==> src/rtl/video_out_sync.sv <==
// video_out_sync: output timing generator (h_cnt/v_cnt locked to vdp_frame_start) plus sync/de delay and RGB blanking stage; ports clk, reset_n, vdp_frame_start, in_r/g/b, reg_scanline -> h_cnt, v_cnt, locked, out_hs/vs/de, out_r/g/b; `define VIDEO_OUT_SCANLINE_EN dims odd lines to 75% when reg_scanline=1
module video_out_sync #(
  parameter int H_TOTAL         = 1368,
  parameter int V_TOTAL         = 524,
  parameter int H_SYNC_WIDTH    = 100,
  parameter int H_ACTIVE_START  = 200,
  parameter int H_ACTIVE_WIDTH  = 1120,
  parameter int V_SYNC_WIDTH    = 3,
  parameter int V_ACTIVE_START  = 34,
  parameter int V_ACTIVE_HEIGHT = 480,
  parameter int H_LOCK_OFFSET   = 0,
  parameter int PIPE_LATENCY    = 3
) (
  input  logic        clk,
  input  logic        reset_n,
  input  logic        vdp_frame_start,
  input  logic [7:0]  in_r,
  input  logic [7:0]  in_g,
  input  logic [7:0]  in_b,
  input  logic        reg_scanline,
  output logic [10:0] h_cnt,
  output logic [9:0]  v_cnt,
  output logic        locked,
  output logic        out_hs,
  output logic        out_vs,
  output logic        out_de,
  output logic [7:0]  out_r,
  output logic [7:0]  out_g,
  output logic [7:0]  out_b
);
  localparam logic [10:0] H_LAST   = 11'(H_TOTAL - 1);
  localparam logic [9:0]  V_LAST   = 10'(V_TOTAL - 1);
  localparam logic [10:0] H_LOCK   = 11'(H_LOCK_OFFSET);
  localparam logic [10:0] H_RESYNC = 11'((H_LOCK_OFFSET + 1) % H_TOTAL);
  localparam logic [10:0] HS_W     = 11'(H_SYNC_WIDTH);
  localparam logic [10:0] HA_S     = 11'(H_ACTIVE_START);
  localparam logic [10:0] HA_E     = 11'(H_ACTIVE_START + H_ACTIVE_WIDTH);
  localparam logic [9:0]  VS_W     = 10'(V_SYNC_WIDTH);
  localparam logic [9:0]  VA_S     = 10'(V_ACTIVE_START);
  localparam logic [9:0]  VA_E     = 10'(V_ACTIVE_START + V_ACTIVE_HEIGHT);
  logic       armed, seen, h_wrap, v_wrap, match, resync;
  logic       hs_raw, vs_raw, de_raw, dim;
  logic [3:0] dly [PIPE_LATENCY];
  logic [3:0] tap;
  always_comb begin
    h_wrap = h_cnt == H_LAST;
    v_wrap = h_wrap && v_cnt == V_LAST;
    match  = h_cnt == H_LOCK && v_cnt == '0;
    resync = vdp_frame_start && !match;
    hs_raw = h_cnt >= HS_W;
    vs_raw = v_cnt >= VS_W;
    de_raw = h_cnt >= HA_S && h_cnt < HA_E && v_cnt >= VA_S && v_cnt < VA_E;
    tap    = dly[PIPE_LATENCY-1];
  end
  always_ff @(posedge clk)
    if (!reset_n) begin
      h_cnt  <= '0;
      v_cnt  <= '0;
      locked <= 1'b0;
      armed  <= 1'b0;
      seen   <= 1'b0;
    end else begin
      h_cnt  <= resync ? H_RESYNC : h_wrap ? '0 : h_cnt + 11'd1;
      v_cnt  <= resync ? '0 : !h_wrap ? v_cnt : v_wrap ? '0 : v_cnt + 10'd1;
      locked <= vdp_frame_start ? match && armed : (v_wrap && !seen) ? 1'b0 : locked;
      armed  <= armed | vdp_frame_start;
      seen   <= vdp_frame_start | (seen & !v_wrap);
    end
  always_ff @(posedge clk)
    if (!reset_n) begin
      for (int i = 0; i < PIPE_LATENCY; i++) dly[i] <= 4'b1100;
    end else begin
      dly[0] <= {hs_raw, vs_raw, de_raw, v_cnt[0] & reg_scanline};
      for (int i = 1; i < PIPE_LATENCY; i++) dly[i] <= dly[i-1];
    end
`ifdef VIDEO_OUT_SCANLINE_EN
  assign dim = tap[0];
`else
  logic unused_dim;
  assign unused_dim = tap[0];
  assign dim = 1'b0;
`endif
  function automatic logic [7:0] px(input logic [7:0] c, input logic de, input logic dm);
    return !de ? 8'd0 : dm ? c - (c >> 2) : c;
  endfunction
  always_ff @(posedge clk)
    if (!reset_n) begin
      out_hs <= 1'b1;
      out_vs <= 1'b1;
      out_de <= 1'b0;
      out_r  <= '0;
      out_g  <= '0;
      out_b  <= '0;
    end else begin
      out_hs <= tap[3];
      out_vs <= tap[2];
      out_de <= tap[1];
      out_r  <= px(in_r, tap[1], dim);
      out_g  <= px(in_g, tap[1], dim);
      out_b  <= px(in_b, tap[1], dim);
    end
endmodule

==> config.mk <==
export PLATFORM = sky130hd
export DESIGN_NAME = video_out_sync
export DESIGN_NICKNAME = d
export VERILOG_FILES = /design/src/rtl/video_out_sync.sv
export SDC_FILE = /design/constraint.sdc
export NUM_CORES = 1
export LEC_CHECK = 0
export BUFFER_PORTS_ARGS = -buffer_cell sky130_fd_sc_hd__buf_2
export CAP_MARGIN = 20
export CORE_MARGIN = 4
export CORE_UTILIZATION = 40
export CTS_BUF_LIST = sky130_fd_sc_hd__clkbuf_8
export DETAILED_ROUTE_END_ITERATION = 8
export HOLD_SLACK_MARGIN = 0.15
export PLACE_DENSITY = 0.76
export SLEW_MARGIN = 40
export SYNTH_ARGS = -nofsm -noshare
export SYNTH_HDL_FRONTEND = slang
export SYNTH_SLANG_ARGS = --single-unit
==> constraint.sdc <==
create_clock -name clk -period 1.47 [get_ports clk]
set_input_delay 0.294 -clock clk [delete_from_list [all_inputs] [get_ports clk]]
set_output_delay 0.294 -clock clk [all_outputs]
set_load 0.02 [all_outputs]
-- Yosys cells after proc, flatten, opt, wreduce, memory -nomap -nowiden
Memories as Yosys holds them, arrays and structs flattened.
Index checks and enable logic that the tools add are counted.
- equal/unequal tests: 2
- shift operators: 0
- $lt $le $gt $ge: 6
- add/subtract/negate cells: 2
- divide/modulo/power cells: 0
- reduce and logical (&&, ||, !) cells: 17
- $mul: 0
- bitwise logic cells: 8
- muxes and demuxes: 10
- operator list (operator ; count):
    4-bit 2-to-1 mux ; 3
    11-bit by 1-bit adder with 11-bit output, second input constant ; 1
    11-bit == test, second input constant ; 1
    11-bit by 7-bit greater-or-equal comparator with 1-bit output, second input constant ; 1
    11-bit by 8-bit greater-or-equal comparator with 1-bit output, second input constant ; 1
    11-bit zero test ; 1
    11-bit < comparator, second input constant ; 1
    10-bit by 1-bit adder with 10-bit output, second input constant ; 1
    10-bit == test, second input constant ; 1
    10-bit by 2-bit greater-or-equal comparator with 1-bit output, second input constant ; 1
    10-bit by 6-bit greater-or-equal comparator with 1-bit output, second input constant ; 1
    10-bit zero test ; 1
    10-bit < comparator, second input constant ; 1
    10-bit 2-to-1 mux ; 1
    1-bit logical AND ; 8
    1-bit 2-to-1 mux ; 6
    1-bit OR ; 5
    1-bit zero test ; 3
    3-bit OR reduction ; 1
    1-bit AND ; 2
    2-bit AND reduction ; 1
    2-bit nonzero test ; 1
    2-bit OR reduction ; 1
    1-bit NOT ; 1
- bits of input ports: 28
- bits in writable memories: 12
- logic and storage cells: 58
- register bits after elaboration: 51
- ROM bits: 0
- latch bits: 0
- memories kept: 1
- memories (name ; words ; bits a word ; read ports ; clocked after Yosys merged registers in ; wr ports ; line ; text):
    dly ; 3 ; 4 ; 3 ; 0 ; 3 ; 43 ; logic [3:0] dly [PIPE_LATENCY];

-- Logic depth before layout (Yosys ltp)
- depth after elaboration: 5
- depth in mapped cells: 7
- gate-level depth less buffers: 6

-- Worst setup path before layout
OpenSTA, ideal clock, no wires.
- kind: register to register
- from: reg v_cnt[0]
- to: reg h_cnt[10]
- path buffers: 0
- required time: 1.326 ns
- slack: -0.346 ns
- library setup time: 0.144 ns
- stages on the path, launching flop included: 7
- clock period less this slack: 1.816 ns
- data arrival time: 1.671 ns
- path through: dfxtp_1 inv_1 ha_1 nor4bb_1 and4_1 a21oi_1 nor3_1
- word-level cells in the longest chain between the ends: 5
- RTL lines (what ; line ; text):
    start, declared ; 22 ; output logic [9:0] v_cnt,
    start signal, assigned ; 64 ; v_cnt <= resync ? '0 : !h_wrap ? v_cnt : v_wrap ? '0 : v_cnt + 10'd1;
    10-bit zero test ; 48 ; match = h_cnt == H_LOCK && v_cnt == '0;
    1-bit logical AND ; 48 ;
    1-bit zero test ; 49 ; resync = vdp_frame_start && !match;
    1-bit logical AND ; 49 ;
    3-bit OR reduction (no line) ; - ;
    end signal, assigned ; 63 ; h_cnt <= resync ? H_RESYNC : h_wrap ? '0 : h_cnt + 11'd1;
    end, declared ; 21 ; output logic [10:0] h_cnt,
No other way between the ends.
A chain may end at the register's enable or synchronous reset.

-- Final worst setup path
- from: reg h_cnt[0]
- to: reg v_cnt[8]
- word-level cells in the longest chain between the ends: 5
- RTL lines (what ; line):
    11-bit zero test ; 48
    1-bit logical AND ; 48
    1-bit zero test ; 49
    1-bit logical AND ; 49
    2-bit OR reduction (no line) ; -
Several ways; a longest one is shown, not always the timed one.

==> run_results.csv <==
group,metric,value,unit
place,gp_congestion,0.815,
drt,routed_wl,6320,microns
worst_setup_path,crit_required,1720,ps
sta,rsz0062_at_grt,"yes",
drt,via_per_inst,5.16,
clock_network,cts_inserted_buffers,9,
clock_network,cts_root_buffer,"clkbuf_8",
logic_synthesis,avgSynthCellArea,10.1,sq um
logic_synthesis,syn_inst,229,
sta,maxSlewViolCount,0,
logic_synthesis,synth_top_area_share,51.7,%
outcome,status,"finished, violations left",
global_routing,grt_pass1_wl,10200,microns
clock_network,clock_latency,340,ps
sta,worst_pin_slew,558,ps
global_routing,grt_max_degree,35,
logic_synthesis,syn_area,2320,sq um
pwr,p_leak,1.70,nW
worst_hold_path,hold_class,"in -> reg",
sta,fin_ws,-102,ps
drt,vias,2224,
global_routing,antenna_found_initial,0,
logic_synthesis,synth_edf_count,0,
logic_synthesis,yosysTopAreaCell,"dfxtp_1",
sta,final-setup-viol-count,20,
worst_setup_path,crit_fanout,8,
pwr,clock_power_share,46.2,%
drt,dr.pass1.iters,4,
drt,drc,0,
die,fp.dieArea,7090,sq um
logic_synthesis,synth_top_family_by_area,"simple AND/OR/NAND/NOR gates",
place,pre_cts_ws,-319,ps
logic_synthesis,ys_ff_latch,60,
logic_synthesis,synth_compound_area_share,9.53,%
logic_synthesis,yosysMostFrequentCell,"dfxtp_1",
layout,diodes,0,
pwr,p_comb_share,7.3,%
logic_synthesis,ys_types,41,
place,port-buffer-count,75,
pwr,total_power,3.56,mW
logic_synthesis,synth_warnings,0,
die,coreArea,5570,sq um
clock_network,postCtsHoldBufs,0,
die,die_y,84.2,microns
logic_synthesis,synth-async-reset-ratio,0,%
logic_synthesis,synth-simple-area-share,28.4,%
pwr,powerDensity,987,nW/um^2
pwr,pwr-share-seq,46.6,%
global_routing,grt_pass1_vias,2201,
die,num_io_pins,77,
logic_synthesis,synth_common_cells,"dfxtp_1, and3_1, nor3_1, o21ai_0, nand2_1",
pwr,switchingPower,0.826,mW
logic_synthesis,ys_seq_area_share,51.7,%
outcome,violations,"negative setup slack",
global_routing,overflow,0,
sta,slew_headroom,62.7,%
drt,drt_iter0_drc,81,
drt,antenna_left,0,
pwr,p_int,2.73,mW
die,dieWidth,84.2,microns
flow_run,cap_violations,0,
layout,syn_to_final_growth,55.1,%
clock_network,clockBufferDepth,2,
clock_network,clkSinkCount,60,
die,start_util,41.7,%
sta,period_minus_slack,1570,ps
clock_network,htree_levels,3,
sta,finalHoldViolations,0,
logic_synthesis,syn_nets,262,
die,rows,27,
sta,finalCritPeriodShare,107,%
worst_setup_path,cp-end-kind,"flop",
pwr,peakVddDrop,836,uV
place,post-dp-hpwl,4180,microns
global_routing,track_usage,17.8,%
clock_network,cts_tree,"built",
logic_synthesis,muxShareOfSynthArea,0,%
drt,wl_per_cell,14.7,microns
worst_setup_path,start_kind,"flop",
sta,clock_skew,9.52,ps
worst_setup_path,worstPathArrival,1830,ps
worst_setup_path,crit_type,"reg -> reg",
logic_synthesis,synth_xor_area_share,3.77,%
sta,timing.fmax,636,MHz
pwr,switching_share,23.2,%
logic_synthesis,synth_fa_ha_area_share,2.69,%
logic_synthesis,synthTopCellsByArea,"dfxtp_1, and3_1, xor2_1",
layout,drive_above_1_share,55.7,%
logic_synthesis,synthFlopType,"dfxtp_1",
clock_network,path_clk_slew,80,ps
layout,final_nets,387,
==> kinds of logic after synthesis <==
family          after synthesis
buf+inv                      18
fa+ha+maj                     5
flops                        60
compound gates               31
xor+xnor                     10
simple gates                105
==> registers in the layout, indices dropped and copies added, names as in the netlist <==
signal and flops:
out_hs 1, out_r 8, locked 1, armed 1
out_vs 1, seen 1, h_cnt 11, v_cnt 10
dly 9, out_b 8, out_de 1, out_g 8
==> cell type report <==
cell class | count | area (sq um)
Tap cell | 72 | 90.1
Fill cell | 400 | 1970
Clock buffer | 9 | 124
Inverter | 6 | 22.5
Sequential cell | 60 | 1230
Multi-Input combinational cell | 151 | 1250
Clock inverter | 7 | 98.8
Timing Repair Buffer | 126 | 791
==> power groups by stage <==
stage                     sequential [mW]  combinational [mW]  clock [mW]
after floorplan                      1.71              0.0811           0
after global placement               1.69               0.188           0
after detailed placement             1.69               0.192           0
after CTS                            1.66               0.248        1.67
after global routing                 1.66               0.280        1.73
final                                1.66               0.259        1.64
==> placed cells by master, fill, tap and decap left out, drive strengths merged, types with 6 or more instances in the layout <==
cell type and n:
nor3 12, inv 8, nand2b 6, dfxtp 60, and2 6, and3 25
clkbuf 9, nand2 11, o21ai 12, xor2 8, or3 7, a211oi 7
nand3 10, buf 126, nand4 7
==> routing by layer <==
metal / track usage [%] / wire length, microns / vias to the layer above
met4: 8.04 / 131 / 0
met2: 29.1 / 3010 / 98
met5: 0 / 0 / -
met3: 5.69 / 525 / 15
met1: 21.4 / 2650 / 1030
li1: - / - / 1081
==> critical path, cell delays in order (launching register included) <==
cell and delay (ps):
dfxtp_4 360, inv_2 60, ha_4 110, nor4bb_4 260, and4_4 300, a21oi_4 80
buf_12 160, a211oi_2 160
==> metrics by stage <==
stage / util, % / TNS [ps] / instances / instance area (sq um) / hold WS (ps)
after floorplan: - / -1840 / 229 / 2390 / 386
after global placement: 55.0 / -3560 / 403 / 3060 / 391
after detailed placement: 55.0 / -4730 / 403 / 3060 / 394
after CTS: 63.5 / -916 / 430 / 3540 / 183
after global routing: 64.7 / -2820 / 431 / 3600 / 185
final: 64.7 / -894 / 431 / 3600 / 194
==> final timing paths <==
path / from / end / slack (ps) / depth (start not counted)
min reg2reg: dly[0][11] / out_hs / 410 / 1
max: h_cnt[0] / v_cnt[8] / -100 / 7
min: in_r[1] / out_r[1] / 190 / 2
max reg2reg: h_cnt[0] / v_cnt[8] / -100 / 7
==> timing repair <==
action | in CTS | in global routing
pin swaps | 21 | 3
gates resized for setup | 33 | 15
endpoints found under the setup margin | 24 | 26
setup buffers | 12 | 1
(Power assumes the default switching activity.)
